**src/rtl/imem_stream_loader_pkg.sv**
```systemverilog
// Shared definitions for the instruction/data RAM preload engines:
// loader FSM encoding and the byte-lane ordering helper.
package imem_stream_loader_pkg;

  localparam logic [2:0] S_IDLE   = 3'd0;
  localparam logic [2:0] S_ACCEPT = 3'd1;
  localparam logic [2:0] S_WRITE  = 3'd2;
  localparam logic [2:0] S_DONE   = 3'd3;
  localparam logic [2:0] S_ERR    = 3'd4;

  // Maps the n-th emitted byte of a word to its lane index inside the word.
  function automatic int lane_sel(input int idx, input int nb, input bit big_endian);
    return big_endian ? (nb - 1 - idx) : idx;
  endfunction

endpackage

```
**src/rtl/imem_byte_serializer.sv**
```systemverilog
// Holds one stream word and presents its bytes one per cycle in the
// configured endian order; the lane counter parks on the last lane.
module imem_byte_serializer
  import imem_stream_loader_pkg::*;
#(
  parameter int WORD_W     = 32,
  parameter bit BIG_ENDIAN = 1'b1
) (
  input  logic              clk,
  input  logic              reset,
  input  logic              load,
  input  logic [WORD_W-1:0] word,
  input  logic              adv,
  output logic [7:0]        byte_out,
  output logic              last_lane
);

  localparam int NB = WORD_W / 8;
  localparam int LW = (NB > 1) ? $clog2(NB) : 1;
  localparam logic [LW-1:0] LAST = LW'(NB - 1);

  logic [WORD_W-1:0] word_q;
  logic [LW-1:0]     lane;

  always_ff @(posedge clk) begin
    if (reset) begin
      word_q <= '0;
      lane   <= '0;
    end else if (load) begin
      word_q <= word;
      lane   <= '0;
    end else if (adv && (lane != LAST)) begin
      lane <= lane + 1'b1;
    end
  end

  assign last_lane = (lane == LAST);
  assign byte_out  = word_q[lane_sel(int'(lane), NB, BIG_ENDIAN)*8 +: 8];

endmodule

```
**src/rtl/imem_stream_loader.sv**
```systemverilog
// Instruction RAM preload engine: stream words in, RAM bytes out, CPU held in
// reset until the whole image is written without overflowing the RAM.
//
// state  | meaning
// IDLE   | after reset, waiting for start
// ACCEPT | in_ready high, waiting for a stream word
// WRITE  | emitting the latched word one byte per cycle
// DONE   | image complete, CPU released
// ERR    | image ran past DEPTH, CPU kept in reset
module imem_stream_loader
  import imem_stream_loader_pkg::*;
#(
  parameter int WORD_W     = 32,
  parameter int ADDR_W     = 8,
  parameter int DEPTH      = 256,
  parameter bit BIG_ENDIAN = 1'b1,
  parameter int CNT_W      = 16
) (
  input  logic              clk,
  input  logic              reset,
  input  logic              start,
  input  logic [ADDR_W-1:0] base_addr,
  input  logic              in_valid,
  output logic              in_ready,
  input  logic [WORD_W-1:0] in_data,
  input  logic              in_last,
  output logic              mem_we,
  output logic [ADDR_W-1:0] mem_addr,
  output logic [7:0]        mem_wdata,
  output logic              cpu_hold,
  output logic              done,
  output logic              err_ovf,
  output logic [CNT_W-1:0]  word_count
);

  // Pointer is one bit wider so "one past the end" is representable.
  localparam int                 DEPTH_I = DEPTH;
  localparam logic [ADDR_W:0]    DEPTH_L = DEPTH_I[ADDR_W:0];

  logic [2:0]        state;
  logic [ADDR_W:0]   ptr;
  logic [ADDR_W:0]   ptr_nxt;
  logic              last_q;
  logic [ADDR_W-1:0] addr_hold;
  logic [7:0]        data_hold;
  logic [7:0]        ser_byte;
  logic              ser_last;
  logic              hs;
  logic              writing;
  logic              nxt_ovf;

  assign hs      = (state == S_ACCEPT) && in_valid;
  assign writing = (state == S_WRITE) && (ptr < DEPTH_L);
  assign ptr_nxt = ptr + 1'b1;
  assign nxt_ovf = (ptr_nxt >= DEPTH_L);

  imem_byte_serializer #(
    .WORD_W     (WORD_W),
    .BIG_ENDIAN (BIG_ENDIAN)
  ) u_ser (
    .clk       (clk),
    .reset     (reset),
    .load      (hs),
    .word      (in_data),
    .adv       (writing),
    .byte_out  (ser_byte),
    .last_lane (ser_last)
  );

  always_ff @(posedge clk) begin
    if (reset) begin
      state      <= S_IDLE;
      ptr        <= '0;
      last_q     <= 1'b0;
      word_count <= '0;
    end else begin
      case (state)
        S_IDLE, S_DONE, S_ERR: begin
          if (start) begin
            state      <= S_ACCEPT;
            ptr        <= {1'b0, base_addr};
            word_count <= '0;
          end
        end
        S_ACCEPT: begin
          if (in_valid) begin
            state  <= S_WRITE;
            last_q <= in_last;
          end
        end
        S_WRITE: begin
          if (!writing) begin
            state <= S_ERR;
          end else begin
            ptr <= ptr_nxt;
            if (ser_last) begin
              if (word_count != {CNT_W{1'b1}}) word_count <= word_count + 1'b1;
              if (last_q)       state <= S_DONE;
              else if (nxt_ovf) state <= S_ERR;
              else              state <= S_ACCEPT;
            end else if (nxt_ovf) begin
              state <= S_ERR;
            end
          end
        end
        default: state <= S_IDLE;
      endcase
    end
  end

  // Output byte/address hold their last written values between strobes.
  always_ff @(posedge clk) begin
    if (reset) begin
      addr_hold <= '0;
      data_hold <= '0;
    end else if (writing) begin
      addr_hold <= ptr[ADDR_W-1:0];
      data_hold <= ser_byte;
    end
  end

  assign in_ready  = (state == S_ACCEPT);
  assign mem_we    = writing;
  assign mem_addr  = writing ? ptr[ADDR_W-1:0] : addr_hold;
  assign mem_wdata = writing ? ser_byte : data_hold;
  assign cpu_hold  = (state != S_DONE);
  assign done      = (state == S_DONE);
  assign err_ovf   = (state == S_ERR);

endmodule

```
**config.mk**
```make
export PLATFORM = sky130hd
export DESIGN_NAME = imem_stream_loader
export DESIGN_NICKNAME = d
export VERILOG_FILES = /design/src/rtl/imem_stream_loader_pkg.sv /design/src/rtl/imem_byte_serializer.sv /design/src/rtl/imem_stream_loader.sv
export SDC_FILE = /design/constraint.sdc
export NUM_CORES = 1
export LEC_CHECK = 0
export CAP_MARGIN = 40
export CORE_MARGIN = 2
export CORE_UTILIZATION = 41
export DETAILED_ROUTE_END_ITERATION = 7
export GPL_ROUTABILITY_DRIVEN = 1
export PLACE_DENSITY_LB_ADDON = 0.3
export SETUP_SLACK_MARGIN = 0.4
export SYNTH_ARGS = -nofsm -noshare
export SYNTH_HDL_FRONTEND = slang
export SYNTH_SLANG_ARGS = --single-unit
export TNS_END_PERCENT = 1
```
**constraint.sdc**
```tcl
create_clock -name clk -period 2.5 [get_ports clk]
set_input_delay 0.75 -clock clk [delete_from_list [all_inputs] [get_ports clk]]
set_output_delay 0.75 -clock clk [all_outputs]
set_load 0.1 [all_outputs]
```
==> flow_metrics.tcl <==
set metrics [dict create \
    status "finished, violations left" \
    violations "setup timing" \
    synth_nets 480 \
    critPathLaunchType "flip-flop" \
    min_path_cells 2 \
    async_flop_share_pct 0 \
    crit_fanout 5 \
    num_antenna_cells 0 \
    grt_antenna_before_repair 0 \
    synth_top_area_share_pct 42.2 \
    fin_crit_ns 2.57 \
    slew_headroom_pct 62.2 \
    yosys-top-cells-area "dfxtp_1 (42%), nand2_1 (9.0%), a21oi_1 (5.7%)" \
    yosysUniqueCellTypes 55 \
    grt_pass1_wl_mm 15.1 \
    seq_area_mm2 0.00161 \
    ys_ff_latch 79 \
    htreeDepth 3 \
    cts_tree "yes" \
    synth-main-ff-cell "dfxtp_1" \
    hold_path_end "u_ser.word_q[12]" \
    ant_nets 0 \
    num_io_pins 82 \
    worstHoldStart "u_ser.word_q[12]" \
    post-place-ws_ns 0.244 \
    final-max-slew-violation-count 0 \
    worst_slack_ns -0.0656 \
    start_util_pct 42.5 \
    layout-drive-gt1-share_pct 25.3 \
    place_congestion 0.844 \
    routedWlPerCell_um 14.3 \
    end_kind "output port" \
    syn-cell-area_mm2 0.00375 \
    final_core_util_pct 59.7 \
    required_ns 1.75 \
    hold_viol 0 \
    placedInstanceArea_mm2 0.00492 \
    r2r_end "word_count[4]" \
    syn_area_per_cell_um2 8.67 \
    reg2regPathDepth 6 \
    fillerInstances 766 \
    yosys_warnings 0 \
    ys_seq_area_share_pct 42.2 \
    clkSinkCount 79 \
    peakVddDrop_mv 0.303 \
    max_freq_mhz 390 \
    power_w 0.00291 \
    die_h_um 99.6 \
    area_delta_synth_final_pct 40.4 \
    cts_max_path_buffers 2 \
    grt_max_degree 43 \
    rrSetupSlack_ns 0.44 \
    syn_inst 432 \
    dr_total_vias 3382 \
    finalSetupTns_ns -0.934 \
    drcViolationCount 0 \
    hpwl_mm 6.07 \
    avgViaCountPerCell 5.41 \
    finalCritPeriodShare_pct 103 \
    multiInputGateArea_mm2 0.00207 \
    drtIter0Drc 124 \
    chipWidth_um 99.6 \
    hp-class "flip-flop to flip-flop" \
    max-cap-violations 0 \
    ys_top_cells_by_count "nand2_1 (90), dfxtp_1 (79), a21oi_1 (43), clkbuf_1 (19), nor2b_1 (18)" \
    worst_pin_slew_ns 0.566 \
    skew_ns 0.00950 \
    insertion_delay_ns 0.36 \
    r2r-start "state[0]" \
    port_buffers 81 \
    p_per_area_mw_per_mm2 554 \
    cts_root_buf "clkbuf_8" \
    cts_buffers 9 \
    drt_wl_total_mm 8.91 \
    firstDrtPassIters 5 \
    p_leak_nw 1.91 \
    yosysTopAreaCell "dfxtp_1" \
    path_class "flip-flop to output port" \
    dieArea_mm2 0.00992 \
    grt_pass1_vias 3161 \
    grt_remaining_overflow 0 \
    track_usage_pct 18.7 \
    finalSetupViolations 16 \
    rsz0062_at_grt "true" \
    critical_path_arrival_ns 1.82 \
    yosysMostFrequentCell "nand2_1" \
    core_area_mm2 0.00881 \
    synth_edf_count 0 \
    layout.nets 560 \
    clk_pin_slew_ns 0.09 \
    fin_area_mm2 0.00526 \
    fp-row-count 34 \
]
[metrics by stage]
step	hold WS (ns)	std cells
floorplan	0.433	432
global placement	0.440	603
detailed placement	0.444	603
CTS	0.457	622
global route	0.471	625
finish	0.457	625
[final cells by class]
cell class / instances / area share, %
Clock inverter: 7 / 1.50
Multi-Input combinational cell: 309 / 39.3
Sequential cell: 79 / 30.6
Clock buffer: 9 / 2.35
Timing Repair Buffer: 100 / 22.6
Inverter: 13 / 0.999
Tap cell: 108 / 2.57
[worst max-delay path: stages (launching register included)]
cell and delay, ns:
dfxtp_2 0.35, nor4b_4 0.28, buf_4 0.19, clkbuf_16 0.15, mux2_4 0.32, buf_12 0.17
[logic make-up after synthesis]
family	count (synthesis)	share of synthesized area, %
DFF	79	42.2
muxes	26	10.2
and+or+nand+nor	186	25.9
buffers and inverters	44	5.04
adders and majority gates	3	1.00
AOI/OAI and AO/OA	93	15.5
xor gates and xnor gates	1	0.234
[routing by layer]
metal	track usage, %	routed length [µm]	up-vias
met3	5.13	420	12
met5	0	0	-
met1	25.2	4190	1571
met2	29.1	4170	103
met4	6.11	129	0
li1	-	-	1696
[power by group]
group          internal, W  total [W]  switching (W)
Clock             0.000474   0.000989       0.000515
Sequential         0.00132    0.00136      0.0000440
Combinational     0.000262   0.000565       0.000302
[flip-flops by register name, indices dropped and copies added (netlist names)]
| register | cells |
|---|---|
| ptr | 9 |
| state | 3 |
| u_ser.lane | 2 |
| data_hold | 8 |
| addr_hold | 8 |
| last_q | 1 |
| u_ser.word_q | 32 |
| word_count | 16 |
[placed cells by master, fill, tap and decap left out, types with 5 or more instances in the layout]
master and instances:
o311ai_1 5, clkdlybuf4s50_1 43, nand2_1 89, dfxtp_1 59, buf_12 22, nor2b_1 18
nor3_1 7, o21ai_0 13, nand3_1 6, dfxtp_2 18, a21oi_1 43, nor2_1 15
clkbuf_8 9, or4_1 7, buf_4 28, nor3b_1 5, mux4_2 8, nand4b_1 7
inv_1 12, o31ai_1 6, mux2_4 16
[worst max path at each step]
stage | start | end | slack (ns) | cells past startpoint
floorplan | state[2] | mem_addr[0] | 0.26 | 4
global placement | state[2] | mem_wdata[1] | 0.28 | 4
detailed placement | start | word_count[14] | 0.24 | 4
CTS | u_ser.lane[0] | mem_wdata[6] | -0.09 | 4
global route | u_ser.lane[0] | mem_wdata[5] | -0.14 | 4
finish | state[0] | mem_wdata[5] | -0.07 | 5
[repair_timing]
item / CTS / global route
cloned: 1 / 1
hold buffers: 0 / 0
endpoints found under the setup margin: 29 / 32
resized for setup: 13 / 4
buffers inserted: 2 / 2
pin swaps: 3 / 1
Power figures use the tool's default switching activity.
